## src/rtl/uart_rx_ctrl.sv

```systemverilog
// UART receive-side controller: programmable sample-tick generator, idle-line arming FSM,
// and a first-word-fall-through byte FIFO with valid/ready read port and sticky overrun.
module uart_rx_ctrl #(
  parameter int unsigned DIV_WIDTH  = 16,
  parameter int unsigned FIFO_DEPTH = 8,
  parameter int unsigned IDLE_TICKS = 160
) (
  input  logic                          clk,
  input  logic                          reset,
  input  logic                          enable,
  input  logic [DIV_WIDTH-1:0]          divisor,
  input  logic                          rx,
  output logic                          baud_rate_sample_clk,
  input  logic                          rx_done,
  input  logic [7:0]                    rx_data,
  output logic [7:0]                    out_data,
  output logic                          out_valid,
  input  logic                          out_ready,
  output logic [$clog2(FIFO_DEPTH):0]   fifo_count,
  output logic                          overrun,
  input  logic                          overrun_clr,
  output logic                          armed
);

  localparam int unsigned PTR_W  = $clog2(FIFO_DEPTH);
  localparam int unsigned CNT_W  = PTR_W + 1;
  localparam int unsigned IDLE_W = $clog2(IDLE_TICKS + 1);

  typedef enum logic [1:0] {
    ST_DISABLED = 2'd0,
    ST_ARMING   = 2'd1,
    ST_RUN      = 2'd2
  } state_e;

  state_e               state_q, state_d;
  logic [DIV_WIDTH-1:0] cnt_q, cnt_d;
  logic [DIV_WIDTH-1:0] shadow_q, shadow_d;
  logic [IDLE_W-1:0]    idle_q, idle_d;
  logic                 rx_meta_q, rx_s_q;
  logic                 rx_done_q;
  logic [PTR_W-1:0]     wr_ptr_q, wr_ptr_d;
  logic [PTR_W-1:0]     rd_ptr_q, rd_ptr_d;
  logic [CNT_W-1:0]     count_q, count_d;
  logic                 overrun_q, overrun_d;
  logic [7:0]           mem [FIFO_DEPTH];

  logic [DIV_WIDTH-1:0] div_eff;
  logic                 tick;
  logic                 full;
  logic                 pop;
  logic                 capture;
  logic                 wr_en;
  logic                 drop;

  assign div_eff = (divisor == '0) ? DIV_WIDTH'(1) : divisor;
  assign tick    = (state_q != ST_DISABLED) && (cnt_q == (shadow_q - DIV_WIDTH'(1)));

  assign full    = (count_q == CNT_W'(FIFO_DEPTH));
  assign pop     = out_valid & out_ready;
  assign capture = rx_done & ~rx_done_q & (state_q == ST_RUN);
  assign wr_en   = capture & (~full | pop);
  assign drop    = capture & full & ~pop;

  // Arming FSM: idle counter only advances on ticks that see a high line.
  always_comb begin
    state_d = state_q;
    idle_d  = idle_q;
    unique case (state_q)
      ST_DISABLED: begin
        if (enable) begin
          state_d = ST_ARMING;
          idle_d  = '0;
        end
      end
      ST_ARMING: begin
        if (!enable) begin
          state_d = ST_DISABLED;
        end else if (tick) begin
          if (rx_s_q) begin
            if (idle_q == IDLE_W'(IDLE_TICKS - 1)) state_d = ST_RUN;
            idle_d = idle_q + IDLE_W'(1);
          end else begin
            idle_d = '0;
          end
        end
      end
      ST_RUN: begin
        if (!enable) state_d = ST_DISABLED;
      end
      default: state_d = ST_DISABLED;
    endcase
  end

  // Tick counter and divisor shadow; a new divisor is picked up only at a period boundary.
  always_comb begin
    cnt_d    = cnt_q;
    shadow_d = shadow_q;
    if (state_q == ST_DISABLED) begin
      cnt_d    = '0;
      shadow_d = div_eff;
    end else if (tick) begin
      cnt_d    = '0;
      shadow_d = div_eff;
    end else begin
      cnt_d = cnt_q + DIV_WIDTH'(1);
    end
  end

  // FIFO bookkeeping and sticky overrun (set beats clear).
  always_comb begin
    wr_ptr_d  = wr_ptr_q;
    rd_ptr_d  = rd_ptr_q;
    count_d   = count_q;
    overrun_d = overrun_q;
    if (wr_en) wr_ptr_d = wr_ptr_q + PTR_W'(1);
    if (pop)   rd_ptr_d = rd_ptr_q + PTR_W'(1);
    if (wr_en && !pop)      count_d = count_q + CNT_W'(1);
    else if (!wr_en && pop) count_d = count_q - CNT_W'(1);
    if (drop)             overrun_d = 1'b1;
    else if (overrun_clr) overrun_d = 1'b0;
  end

  always_ff @(posedge clk or negedge reset) begin
    if (!reset) begin
      state_q   <= ST_DISABLED;
      cnt_q     <= '0;
      shadow_q  <= DIV_WIDTH'(1);
      idle_q    <= '0;
      rx_meta_q <= 1'b1;
      rx_s_q    <= 1'b1;
      rx_done_q <= 1'b0;
      wr_ptr_q  <= '0;
      rd_ptr_q  <= '0;
      count_q   <= '0;
      overrun_q <= 1'b0;
    end else begin
      state_q   <= state_d;
      cnt_q     <= cnt_d;
      shadow_q  <= shadow_d;
      idle_q    <= idle_d;
      rx_meta_q <= rx;
      rx_s_q    <= rx_meta_q;
      rx_done_q <= rx_done;
      wr_ptr_q  <= wr_ptr_d;
      rd_ptr_q  <= rd_ptr_d;
      count_q   <= count_d;
      overrun_q <= overrun_d;
    end
  end

  // Storage has no reset; contents are meaningless once the pointers clear.
  always_ff @(posedge clk) begin
    if (wr_en) mem[wr_ptr_q] <= rx_data;
  end

  assign baud_rate_sample_clk = tick;
  assign out_data             = mem[rd_ptr_q];
  assign out_valid            = (count_q != '0);
  assign fifo_count           = count_q;
  assign overrun              = overrun_q;
  assign armed                = (state_q == ST_RUN);

endmodule

```

## config.mk

```make
export PLATFORM = sky130hd
export DESIGN_NAME = uart_rx_ctrl
export DESIGN_NICKNAME = d
export VERILOG_FILES = /design/src/rtl/uart_rx_ctrl.sv
export SDC_FILE = /design/constraint.sdc
export NUM_CORES = 1
export LEC_CHECK = 0
export ABC_CLOCK_PERIOD_IN_PS = 6800
export BUFFER_PORTS_ARGS = -buffer_cell sky130_fd_sc_hd__buf_2
export CAP_MARGIN = 0
export CORE_UTILIZATION = 55
export DETAILED_ROUTE_END_ITERATION = 10
export GPL_TIMING_DRIVEN = 0
export PLACE_DENSITY = 0.74
export REMOVE_ABC_BUFFERS = 1
export SLEW_MARGIN = 20
export SYNTH_ARGS = -nofsm -noshare
export SYNTH_HDL_FRONTEND = slang
export SYNTH_SLANG_ARGS = --single-unit
```

## constraint.sdc

```tcl
create_clock -name clk -period 6.8 [get_ports clk]
set_input_delay 1.36 -clock clk [delete_from_list [all_inputs] [get_ports clk]]
set_output_delay 1.36 -clock clk [all_outputs]
set_load 0.02 [all_outputs]
```

======== Word level (Yosys, flattened, before mapping) ========
Memory sizes are Yosys's and may differ from the RTL's.
Cells that the tools add are included.
Widths: inputs -> output; s select.
cells by class
  bitwise operators ....................... 10
  add/sub/neg operators ................... 7
  equal/unequal tests ..................... 12
  muxes and demuxes ....................... 23
  reductions and logical operators ........ 15
operator list
  operator               number
  $mux 16                5
  $mux 8                 4
  $add 16x1->16 const B  1
  $eq 16x16->1           1
  $logic_not 16->1       1
  $pmux 8 s2             1
  $sub 16x1->16 const B  1
  $mux 2                 6
  $reduce_bool 2->1      5
  $ne 3x3->1 const B     3
  $add 8x1->8 const B    1
  $eq 8x8->1 const B     1
  $mux 4                 2
  $ne 2x2->1 const B     4
  $add 3x1->3 const B    2
  $and 1x1->1            6
  $pmux 2 s3             1
  $reduce_and 5->1       1
  $add 4x1->4 const B    1
  $eq 4x4->1 const B     1
  $mux 1                 4
  $reduce_and 4->1       1
  $reduce_bool 4->1      1
  $sub 4x1->4 const B    1
  7 further kinds        12
storage, ports and cells
  memories kept ........................... 1
  logic and storage cells ................. 79
  memory bits (writable) .................. 64
  bits of input ports ..................... 31
  bits in registers ....................... 56
memory list
  memory  depth  width  read ports  clocked after memory_dff  write ports  RTL line  source
  mem     8      8      1           0                         1            45        logic [7:0] mem [FIFO_DEPTH];

======== Depth between registers and ports, before layout ========
  word-level depth ........................ 8
  depth in mapped cells ................... 12
  depth with buffers taken out ............ 11

======== Least setup slack after synthesis ========
OpenSTA, ideal clock, no wires.
  kind .................................... register to output
  from .................................... register shadow_q[2]
  to ...................................... output baud_rate_sample_clk
  buffers on the path ..................... 1
  arrival ................................. 2.613 ns
  cell stages (with the launch flop) ...... 8
  required time ........................... 5.440 ns
  path slack .............................. 2.827 ns
  cell sequence ........................... dfrtp_1 -> or4_1 -> buf_2 -> or3_4 -> a2111oi_2 -> nand4_1 -> a2111o_1 -> nor2_1
between the ends
  cells in the longest elaborated chain, start to end .. 3
ends and longest elaborated chain
  item                    RTL line  source
  start, declared         37        logic [DIV_WIDTH-1:0] shadow_q, shadow_d;
  start signal, assigned  139       shadow_q <= shadow_d;
  $sub 16x1->16           56        assign tick = (state_q != ST_DISABLED) && (cnt_q == (shadow_q - DIV_WIDTH'(1)));
  $eq 16x16->1            56
  $logic_and 1x1->1       56
  end, declared           13        output logic baud_rate_sample_clk,
Every way passes these cells.

======== Worst setup path in the final report ========
Ends and elaborated chain as after synthesis.

==> flow_summary.json <==
{
  "area_growth_pct": 16.9,
  "diodes": 0,
  "fin_ws_ns": 1.95,
  "critPathArrivalTime_ns": 3.49,
  "cts_resized": 0,
  "place.gp.congestion": 0.897,
  "yosysMostFrequentCell": "edfxtp_1",
  "antenna_found_initial": 0,
  "drtAntennaViolNets": 0,
  "maxCapViolCount": 0,
  "crit_type": "register to output port",
  "vias": 3556,
  "coreArea_um2": 9820,
  "netlist.area_leader.share_pct": 34.2,
  "drtIter0Drc": 142,
  "cts_buffers": 17,
  "reg2regPathDepth": 7,
  "drc": 0,
  "layout.cells.non_filler": 614,
  "port_buffers": 46,
  "ys_warn_count": 0,
  "synth_top_cell_by_area": "edfxtp_1",
  "synth.distinct_cells": 56,
  "die_h_um": 103,
  "grt_pass1_wl_um": 17700,
  "p_per_area_nw_per_um2": 268,
  "setup_viol": 0,
  "cts.sinks": 120,
  "path_clk_slew_ns": 0.06,
  "cp-start-kind": "register",
  "crit_path_end_kind": "output port",
  "slew_viol_final": 0,
  "synth_area_um2": 5620,
  "worstPathMaxFanout": 8,
  "fmax_mhz": 206,
  "synthFlopType": "edfxtp_1",
  "synthCells": 416,
  "async_reset_ff_share_pct": 46.7,
  "cts_max_level": 4,
  "place_hpwl_um": 7050,
  "via_per_inst": 5.79,
  "cts_root_buf": "clkbuf_8",
  "cts_buffer_depth": 2,
  "die_x_um": 103,
  "min_period_over_period_pct": 71.3,
  "hold_depth": 0,
  "maxSlewHeadroom_pct": 34.1,
  "nNetsFinal": 508,
  "avgRoutedWirePerCell_um": 17.3,
  "finClkSkew_ns": 0.00836,
  "grt_overflow_total": 0,
  "synth_top_cells_by_area": "edfxtp_1, dfrtp_1, mux4_2",
  "tns_ns": 0,
  "cts_hold_buf": 0,
  "fp-row-count": 36,
  "ios": 47,
  "required_ns": 5.44,
  "status": "completed",
  "grt_pass1_vias": 3612,
  "firstDrtPassIters": 4,
  "postCtsSetupBuffers": 0,
  "hold_viol": 0,
  "syn_avg_cell_area_um2": 13.5,
  "max-vdd-ir-drop_v": 0.000161,
  "fin_area_um2": 6560,
  "ys_top_cells_by_count": "edfxtp_1, dfrtp_1, nor2_1, xnor2_1, mux2_2",
  "synth-edff-count": 64,
  "worstMarginPinSlew_ns": 0.980,
  "dpl_cell_area_um2": 5980,
  "hold_class": "register to register",
  "ys_seq_area_share_pct": 59.2,
  "final_util_pct": 66.8,
  "cts_tree": "yes",
  "post-route-min-period_ns": 4.85,
  "dieArea_um2": 10600,
  "grtUsageTotal_pct": 22.9,
  "ys_ff_latch": 120,
  "rsz0062_at_grt": "no",
  "grt_max_degree": 57,
  "dp_cells": 582,
  "dp_slack_ns": 2.60,
  "routed_wl_um": 10600,
  "final_layout_size_suffix_gt1_share_pct": 25.6,
  "start_util_pct": 57.2,
  "p_leak_nw": 2.59,
  "clk_latency_ns": 0.51
}
-- metrics by stage --
step / hold slack [ns] / power, W
finish: 0.356 / 0.00176
global placement: 0.346 / 0.000888
CTS: 0.355 / 0.00177
detailed placement: 0.347 / 0.000892
floorplan: 0.345 / 0.000857
global route: 0.357 / 0.00182
-- routing by layer --
metal | GRT usage, % | vias to the layer above | part of all wire (%)
met3 | 6.37 | 14 | 4.0
met1 | 28.2 | 1773 | 43
met4 | 7.91 | 0 | 1.5
li1 | - | 1686 | -
met5 | 0 | - | 0
met2 | 38.9 | 83 | 52
-- registers in the layout, summed over array words and instances, names as in the netlist --
register,count
cnt_q,16
fifo_count,4
rd_ptr_q,3
shadow_q,16
idle_q,8
rx_meta_q,1
rx_s_q,1
wr_ptr_q,3
mem,64
rx_done_q,1
state_q,2
overrun,1
-- cells in the final DEF (no fill, tap or decap), types with 3 or more instances in the layout --
cell,instances
a21o_1,7
a21oi_1,5
a32o_1,4
and2_1,3
and3_1,7
and4_1,3
buf_2,45
bufinv_16,3
clkbuf_16,16
dfrtp_1,52
dfstp_2,3
edfxtp_1,64
ha_1,8
inv_1,14
inv_6,4
mux2_1,5
mux2_2,20
mux2i_1,3
mux4_2,16
nand2_1,11
nand2b_1,7
nand3_1,13
nand3b_1,3
nand4_1,4
nor2_1,39
nor2b_1,4
nor3_1,15
nor4_1,8
nor4b_1,3
o21ai_0,8
o22ai_1,4
xnor2_1,23
xor2_1,16
-- worst max-delay path, cell delays in order (launching register included) --
cell and delay, ns:
dfrtp_1 0.45, or4_1 0.70, or3_4 0.40, a2111oi_2 0.36, nand4_1 0.20, a2111o_1 0.57
nor2_1 0.14, buf_2 0.17
-- layout make-up --
class                           instances  area [um^2]
Tap cell                              133          166
Clock buffer                           18          418
Timing Repair Buffer                   46          233
Inverter                               14         52.6
Sequential cell                       120         3330
Fill cell                             748         3260
Multi-Input combinational cell        269         2200
Clock inverter                         14          170
-- where the power goes --
part	leakage [nW]	internal (W)	total [W]	switching, W
Combinational	1.01	0.0000337	0.0000801	0.0000464
Sequential	1.31	0.000780	0.000799	0.0000189
Clock	0.282	0.000560	0.000881	0.000321
-- cells by family after synthesis --
group / share of synthesized area (%)
AOI/OAI and AO/OA: 6.62
xor gates and xnor gates: 6.08
adders and majority gates: 2.14
buffers and inverters: 1.98
DFF: 59.2
muxes: 12.0
and+or+nand+nor: 12.0
-- worst paths after layout --
kind / startpoint / endpoint / slack (ns)
worst max-delay path: shadow_q[2] / baud_rate_sample_clk / 1.95
worst min-delay path: rx_meta_q / rx_s_q / 0.36
worst max register to register: shadow_q[2] / shadow_q[15] / 3.21
worst min register to register: rx_meta_q / rx_s_q / 0.36
max in group asynchronous: reset / rd_ptr_q[0] / 5.40
min in group asynchronous: reset / cnt_q[15] / 0.90
Note: power is estimated with default switching activity, not from simulation.
